`config.mk`:
```
export PLATFORM = sky130hd
export DESIGN_NAME = mem_port_arbiter
export DESIGN_NICKNAME = d
export VERILOG_FILES = /design/src/rtl/mem_port_arbiter.sv
export SDC_FILE = /design/constraint.sdc
export NUM_CORES = 1
export LEC_CHECK = 0
export CORE_ASPECT_RATIO = 0.7
export CORE_UTILIZATION = 34
export DETAILED_ROUTE_END_ITERATION = 8
export PLACE_DENSITY = 0.84
export SLEW_MARGIN = 0
export SYNTH_ARGS = -nofsm -noshare
export SYNTH_HDL_FRONTEND = slang
export SYNTH_SLANG_ARGS = --single-unit
```
`constraint.sdc`:
```
create_clock -name clk -period 4.1 [get_ports clk]
set_clock_uncertainty 0.1 [all_clocks]
set_input_delay 1.23 -clock clk [delete_from_list [all_inputs] [get_ports clk]]
set_output_delay 1.23 -clock clk [all_outputs]
set_load 0.05 [all_outputs]
```
`src/rtl/mem_port_arbiter.sv`:
```
// Two-requester round-robin front end for a single-port scratch memory with
// one-cycle registered read; issues one command per cycle and steers read data back.
module mem_port_arbiter #(
    parameter int ADDR_W = 4,
    parameter int DATA_W = 8
) (
    input  logic              clk,
    input  logic              rst,

    input  logic              a_valid,
    output logic              a_ready,
    input  logic              a_wr_rdn,
    input  logic [ADDR_W-1:0] a_addr,
    input  logic [DATA_W-1:0] a_wdata,
    output logic              a_rsp_valid,
    output logic [DATA_W-1:0] a_rsp_data,

    input  logic              b_valid,
    output logic              b_ready,
    input  logic              b_wr_rdn,
    input  logic [ADDR_W-1:0] b_addr,
    input  logic [DATA_W-1:0] b_wdata,
    output logic              b_rsp_valid,
    output logic [DATA_W-1:0] b_rsp_data,

    output logic              mem_wr_rdn,
    output logic [ADDR_W-1:0] mem_addr,
    output logic [DATA_W-1:0] mem_wdata,
    input  logic [DATA_W-1:0] mem_rdata
);

    localparam logic REQ_A = 1'b0;
    localparam logic REQ_B = 1'b1;

    logic              last_reg;
    logic [1:0]        req_valid;
    logic [1:0]        req_grant;
    logic [1:0]        rsp_hit;
    logic              accept;
    logic              winner;

    logic              mem_wr_rdn_reg, mem_wr_rdn_next;
    logic [ADDR_W-1:0] mem_addr_reg, mem_addr_next;
    logic [DATA_W-1:0] mem_wdata_reg, mem_wdata_next;

    logic              s1_valid_reg;
    logic              s1_tag_reg;
    logic              s1_rd_reg;
    logic              s2_valid_reg;
    logic              s2_tag_reg;

    assign req_valid = {b_valid, a_valid};

    // A requester wins if it is alone, or if the other one was served last.
    for (genvar gi = 0; gi < 2; gi++) begin : g_req
        assign req_grant[gi] = req_valid[gi] && !rst &&
                               (!req_valid[1-gi] || (last_reg != 1'(gi)));
        assign rsp_hit[gi]   = s2_valid_reg && (s2_tag_reg == 1'(gi));
    end

    assign accept  = |req_grant;
    assign winner  = req_grant[1] ? REQ_B : REQ_A;
    assign a_ready = req_grant[0];
    assign b_ready = req_grant[1];

    // Idle cycles present a read so the memory contents can never be disturbed.
    always_comb begin
        mem_wr_rdn_next = 1'b0;
        mem_addr_next   = mem_addr_reg;
        mem_wdata_next  = mem_wdata_reg;
        if (accept) begin
            mem_wr_rdn_next = (winner == REQ_B) ? b_wr_rdn : a_wr_rdn;
            mem_addr_next   = (winner == REQ_B) ? b_addr   : a_addr;
            mem_wdata_next  = (winner == REQ_B) ? b_wdata  : a_wdata;
        end
    end

    always_ff @(posedge clk) begin
        if (rst) begin
            last_reg       <= REQ_B;
            mem_wr_rdn_reg <= 1'b0;
            mem_addr_reg   <= '0;
            mem_wdata_reg  <= '0;
            s1_valid_reg   <= 1'b0;
            s1_tag_reg     <= REQ_A;
            s1_rd_reg      <= 1'b0;
            s2_valid_reg   <= 1'b0;
            s2_tag_reg     <= REQ_A;
        end else begin
            mem_wr_rdn_reg <= mem_wr_rdn_next;
            mem_addr_reg   <= mem_addr_next;
            mem_wdata_reg  <= mem_wdata_next;
            s1_valid_reg   <= accept;
            s1_tag_reg     <= winner;
            s1_rd_reg      <= !mem_wr_rdn_next;
            if (accept) begin
                last_reg <= winner;
            end
            s2_valid_reg   <= s1_valid_reg && s1_rd_reg;
            s2_tag_reg     <= s1_tag_reg;
        end
    end

    assign mem_wr_rdn  = mem_wr_rdn_reg;
    assign mem_addr    = mem_addr_reg;
    assign mem_wdata   = mem_wdata_reg;

    assign a_rsp_valid = rsp_hit[0];
    assign b_rsp_valid = rsp_hit[1];
    assign a_rsp_data  = mem_rdata;
    assign b_rsp_data  = mem_rdata;

endmodule

```
==> Yosys cells after proc, flatten, opt, wreduce, memory -nomap -nowiden <==
Cells that the tools add are included.
{ "classes": {"addsub": 0, "n_mul": 0, "div": 0, "order_cmp": 0, "n_eq_ne": 0, "n_shift": 0, "mux": 5, "n_bitwise": 2, "reduce_logical": 14} }
{ "ops": {"columns": ["operator", "n"], "rows": [
  ["8-bit 2-to-1 mux", 1],
  ["1-bit logical AND", 7],
  ["1-bit zero test", 4],
  ["4-bit 2-to-1 mux", 1],
  ["1-bit 2-to-1 mux", 3],
  ["1-bit logical OR", 2],
  ["1-bit inverter", 2],
  ["2-bit OR reduction", 1]
]} }
{ "totals": {"reg_bits": 19, "latchBits": 0, "mem_bits_rw": 0, "rom_bits": 0, "wordCells": 30, "memories": 0} }

==> Longest topological paths before layout <==
{ "logic_depth": {"word_depth": 7, "mapped_depth": 4, "depth_no_buf": 3} }

==> Worst setup path after synthesis <==
Ideal clock, no wire load.
{ "synth_timing": {"kind": "input to output", "from": "in rst", "to": "out a_ready", "t_arrival_ns": 1.931, "path_slack_ns": 0.839, "cell_stages": 2, "n_path_buf": 1, "cell_sequence": "clkbuf_1 and3b_1"} }
{ "synth_via": {"elab_chain_len": 3} }
{ "synth_lines": {"columns": ["element", "line_no", "source"], "rows": [
  ["from (decl)", "8", "input logic rst,"],
  ["1-bit zero test", "56", "assign req_grant[gi] = req_valid[gi] && !rst &&"],
  ["1-bit logical AND (2 in a row)", "56", null],
  ["to (decl)", "11", "output logic a_ready,"]
]} }
Every way passes these cells.

==> Worst setup path after layout <==
{ "layout_timing": {"from": "in b_valid", "to": "out b_ready"} }
{ "layout_via": {"elab_chain_len": 2} }
{ "layout_lines": {"columns": ["element", "line_no", "source"], "rows": [
  ["from (decl)", "18", "input logic b_valid,"],
  ["1-bit logical AND (2 in a row)", "56", null],
  ["to (decl)", "19", "output logic b_ready,"]
]} }
Every way passes these cells.

==> summary.log <==
[run_status] result of the run finished clean
[layout] number of antenna diodes 0
[layout] number of flip-flops in the largest register 8
[power] cell area power density 357 nW/µm²
[yosys] Syn Area/Cell 10.5 µm²
[yosys] post-synthesis instance area 881 µm²
[yosys] mux share of post-synthesis cell area 0%
[worst_hold_path] Hold Path Cell Cnt 2
[drt] count of TritonRoute iterations in the first routing pass 4
[power] Peak VDD IR 248 µV
[grt] largest net degree at the start of global routing 21
[worst_setup_path] peak fanout along the critical path 5
[grt] Overflow after GRT 0
[die] floorplan die area 2800 µm²
[worst_setup_path] beginning of the worst register-to-register path last_reg
[grt] most used routing layer met2
[timing] Final Cycle Share 88.7%
[timing] final setup violation count 0
[yosys] count of cell types in the netlist 18
[grt] total track usage 16.3%
[die] Boundary Pins 71
[timing] RSZ-0062 raised after global routing no
[timing] achievable clock frequency 275 MHz
[worst_hold_path] worst min-delay path startpoint s1_rd_reg
[clock_tree] buffer count from post-CTS setup fixing 0
[die] num rows 15
[clock_tree] clock tree from TritonCTS yes
[grt] initial antenna violation count 0
[yosys] synthesized instance count 84
[placed_design] hpwl dp 1580 µm
[worst_setup_path] R2R setup slack 2.75 ns
[yosys] synthesized-area fraction occupied by adder cells 0%
[grt] number of global-route vias before repair 751
[placed_design] final weighted congestion in routability-driven placement 0.760
[placed_design] IO buf count 46
[drt] number of nets with antenna violations after routing 0
[yosys] flops & latches, synth 19
[job] reported max-cap violation count 0
[clock_tree] clock root cell sky130_fd_sc_hd__clkbuf_8
[clock_tree] Sinks on Clock Net 19
[die] Initial Util 35.8%
[worst_hold_path] terminating pin of the worst hold path s2_valid_reg
[layout] Final Net Count 155
[drt] final wirelength 2230 µm
[worst_setup_path] arrival time of the worst setup path 2.31 ns
[die] height of the die 44.6 µm
[yosys] compound-gate portion of the synthesized area 16.5%
[grt] global-route met2 utilization 28.3%
[layout] Layout Area Growth over Synthesis 50.3%
[timing] least setup slack across all paths after layout 0.465 ns
[die] die width 62.8 µm
[worst_setup_path] startpoint-to-endpoint class of the critical path in -> out
[worst_hold_path] worst min-delay path class reg -> reg
[clock_tree] CTS buffer count 3
[clock_tree] maximum count of clock buffers along a single path 2
[die] total core area 2460 µm²
[yosys] post-synthesis share of cell area spent on xor and xnor gates 0%
[worst_setup_path] count of cells along the worst register-to-register path 4
[drt] detailed-route DRC error count 0
[drt] DR iter-0 viols 26
[yosys] simple-gate area share of the yosys netlist 22.6%
[worst_setup_path] terminus of the critical flop-to-flop path mem_wdata[1]
[timing] minimum period implied by the final worst setup slack 3.64 ns
[layout] most frequent cells in the layout sky130_fd_sc_hd__clkdlybuf4s50_1 (44), sky130_fd_sc_hd__dfxtp_1 (19), sky130_fd_sc_hd__nor4b_1 (12), sky130_fd_sc_hd__a221o_1 (12)
[grt] met3 Track Usage GR 5.41%
[yosys] number of nets in the synthesized netlist 122
[worst_setup_path] Req. time, crit path 2.77 ns
[grt] global routing met1 resource utilization 19.8%
[worst_setup_path] startpoint type of the worst setup path primary input
[worst_setup_path] crit path capture type primary output
[layout] commonest non-fill, non-tap cell in the layout sky130_fd_sc_hd__clkdlybuf4s50_1
[clock_tree] Worst-path clk slew 0.07 ns
[timing] Final Max Tran Viols 0
[grt] wire length of the first global-routing pass 3420 µm
[clock_tree] CTS hold repair buffers 0
[timing] actual transition at the worst max-transition pin 0.938 ns
[clock_tree] clock network latency to the later pin of the worst-skew pair 0.25 ns
[layout] layout cells sized above 1 10.3%
[timing] max_slew headroom 37.2%
[drt] average wire per cell in the routed design 14.9 µm
[yosys] sequential cell area fraction in the yosys report 43.2%
[drt] total vias in the final route 767
[yosys] yosys warns 0
[timing] final hold violations 0
[power] Lkg Pwr 0.490 nW
[yosys] main combinational cell family by area after synthesis simple AND/OR/NAND/NOR gates
[placed_design] worst-case setup slack after placement 0.456 ns
[clock_tree] # H-tree levels 1
[clock_tree] post-cts gate resize count 0
[drt] number of vias per cell 5.11
[timing] sum of negative setup slack 0 ns
==> cell families (layout without fill, tap and decap cells) <==
logic type / count (synthesis) / count (layout)
simple gates: 28 / 28
buf+inv: 22 / 54
flops: 19 / 19
compound gates: 15 / 15
==> cell usage after synthesis <==
cell type,count,area share (%)
sky130_fd_sc_hd__and2_1,1,0.71
sky130_fd_sc_hd__buf_4,17,14
sky130_fd_sc_hd__o21ai_0,1,0.57
sky130_fd_sc_hd__buf_6,1,1.3
sky130_fd_sc_hd__nand2b_1,2,1.4
sky130_fd_sc_hd__a221o_1,12,14
sky130_fd_sc_hd__a21boi_2,1,1.3
sky130_fd_sc_hd__nor3_1,1,0.57
sky130_fd_sc_hd__clkbuf_1,2,0.85
sky130_fd_sc_hd__buf_2,2,1.1
sky130_fd_sc_hd__nor2_1,4,1.7
sky130_fd_sc_hd__and3b_1,1,0.99
sky130_fd_sc_hd__a32oi_1,1,0.99
sky130_fd_sc_hd__nor4b_1,12,12
sky130_fd_sc_hd__nor2b_1,4,2.8
sky130_fd_sc_hd__nor2b_4,1,1.6
sky130_fd_sc_hd__dfxtp_1,19,43
sky130_fd_sc_hd__nand2_1,2,0.85
==> metal layers <==
layer	vias to the layer above	part of all wire [%]
met2	33	47
met5	-	0
met3	5	6.9
met1	366	46
li1	363	-
met4	0	0.45
==> power breakdown <==
group	internal, mW	leakage, nW	switching, mW	total [mW]
Sequential	0.199	0.158	0.00699	0.206
Clock	0.0675	0.0255	0.0617	0.129
Combinational	0.0649	0.307	0.0728	0.138
Total	0.332	0.490	0.141	0.473
==> final cells by class <==
cell class,count,area (µm²)
fill,233,1130
timing repair buffer,50,510
sequential,19,380
multi-input combinational,43,344
tap,34,42.5
clock buffer,3,41.3
clock inverter,1,5.00
==> worst max-delay path, stage by stage <==
cell and delay, ns:
sky130_fd_sc_hd__clkdlybuf4s50_1 0.53, sky130_fd_sc_hd__a21boi_2 0.20, sky130_fd_sc_hd__nor2b_4 0.20, sky130_fd_sc_hd__buf_12 0.15
==> stage by stage <==
step | util [%] | cells | total power [mW] | instance area (µm²) | hold slack, ns
floorplan | - | 84 | 0.327 | 881 | 0.295
finish | 53.8 | 150 | 0.473 | 1320 | 0.324
CTS | 53.8 | 150 | 0.476 | 1320 | 0.326
global route | 53.8 | 150 | 0.494 | 1320 | 0.344
detailed placement | 52.0 | 146 | 0.348 | 1280 | 0.317
global placement | 52.0 | 146 | 0.346 | 1280 | 0.305
==> how the worst max path moves through the flow <==
| stage | from | endpoint |
|---|---|---|
| final | b_valid | b_ready |
| after floorplan | rst | a_ready |
| after global placement | b_valid | b_ready |
| after detailed placement | b_valid | b_ready |
| after global routing | b_valid | b_ready |
| after CTS | b_valid | b_ready |
No activity file was read; power rests on OpenSTA's default activity.
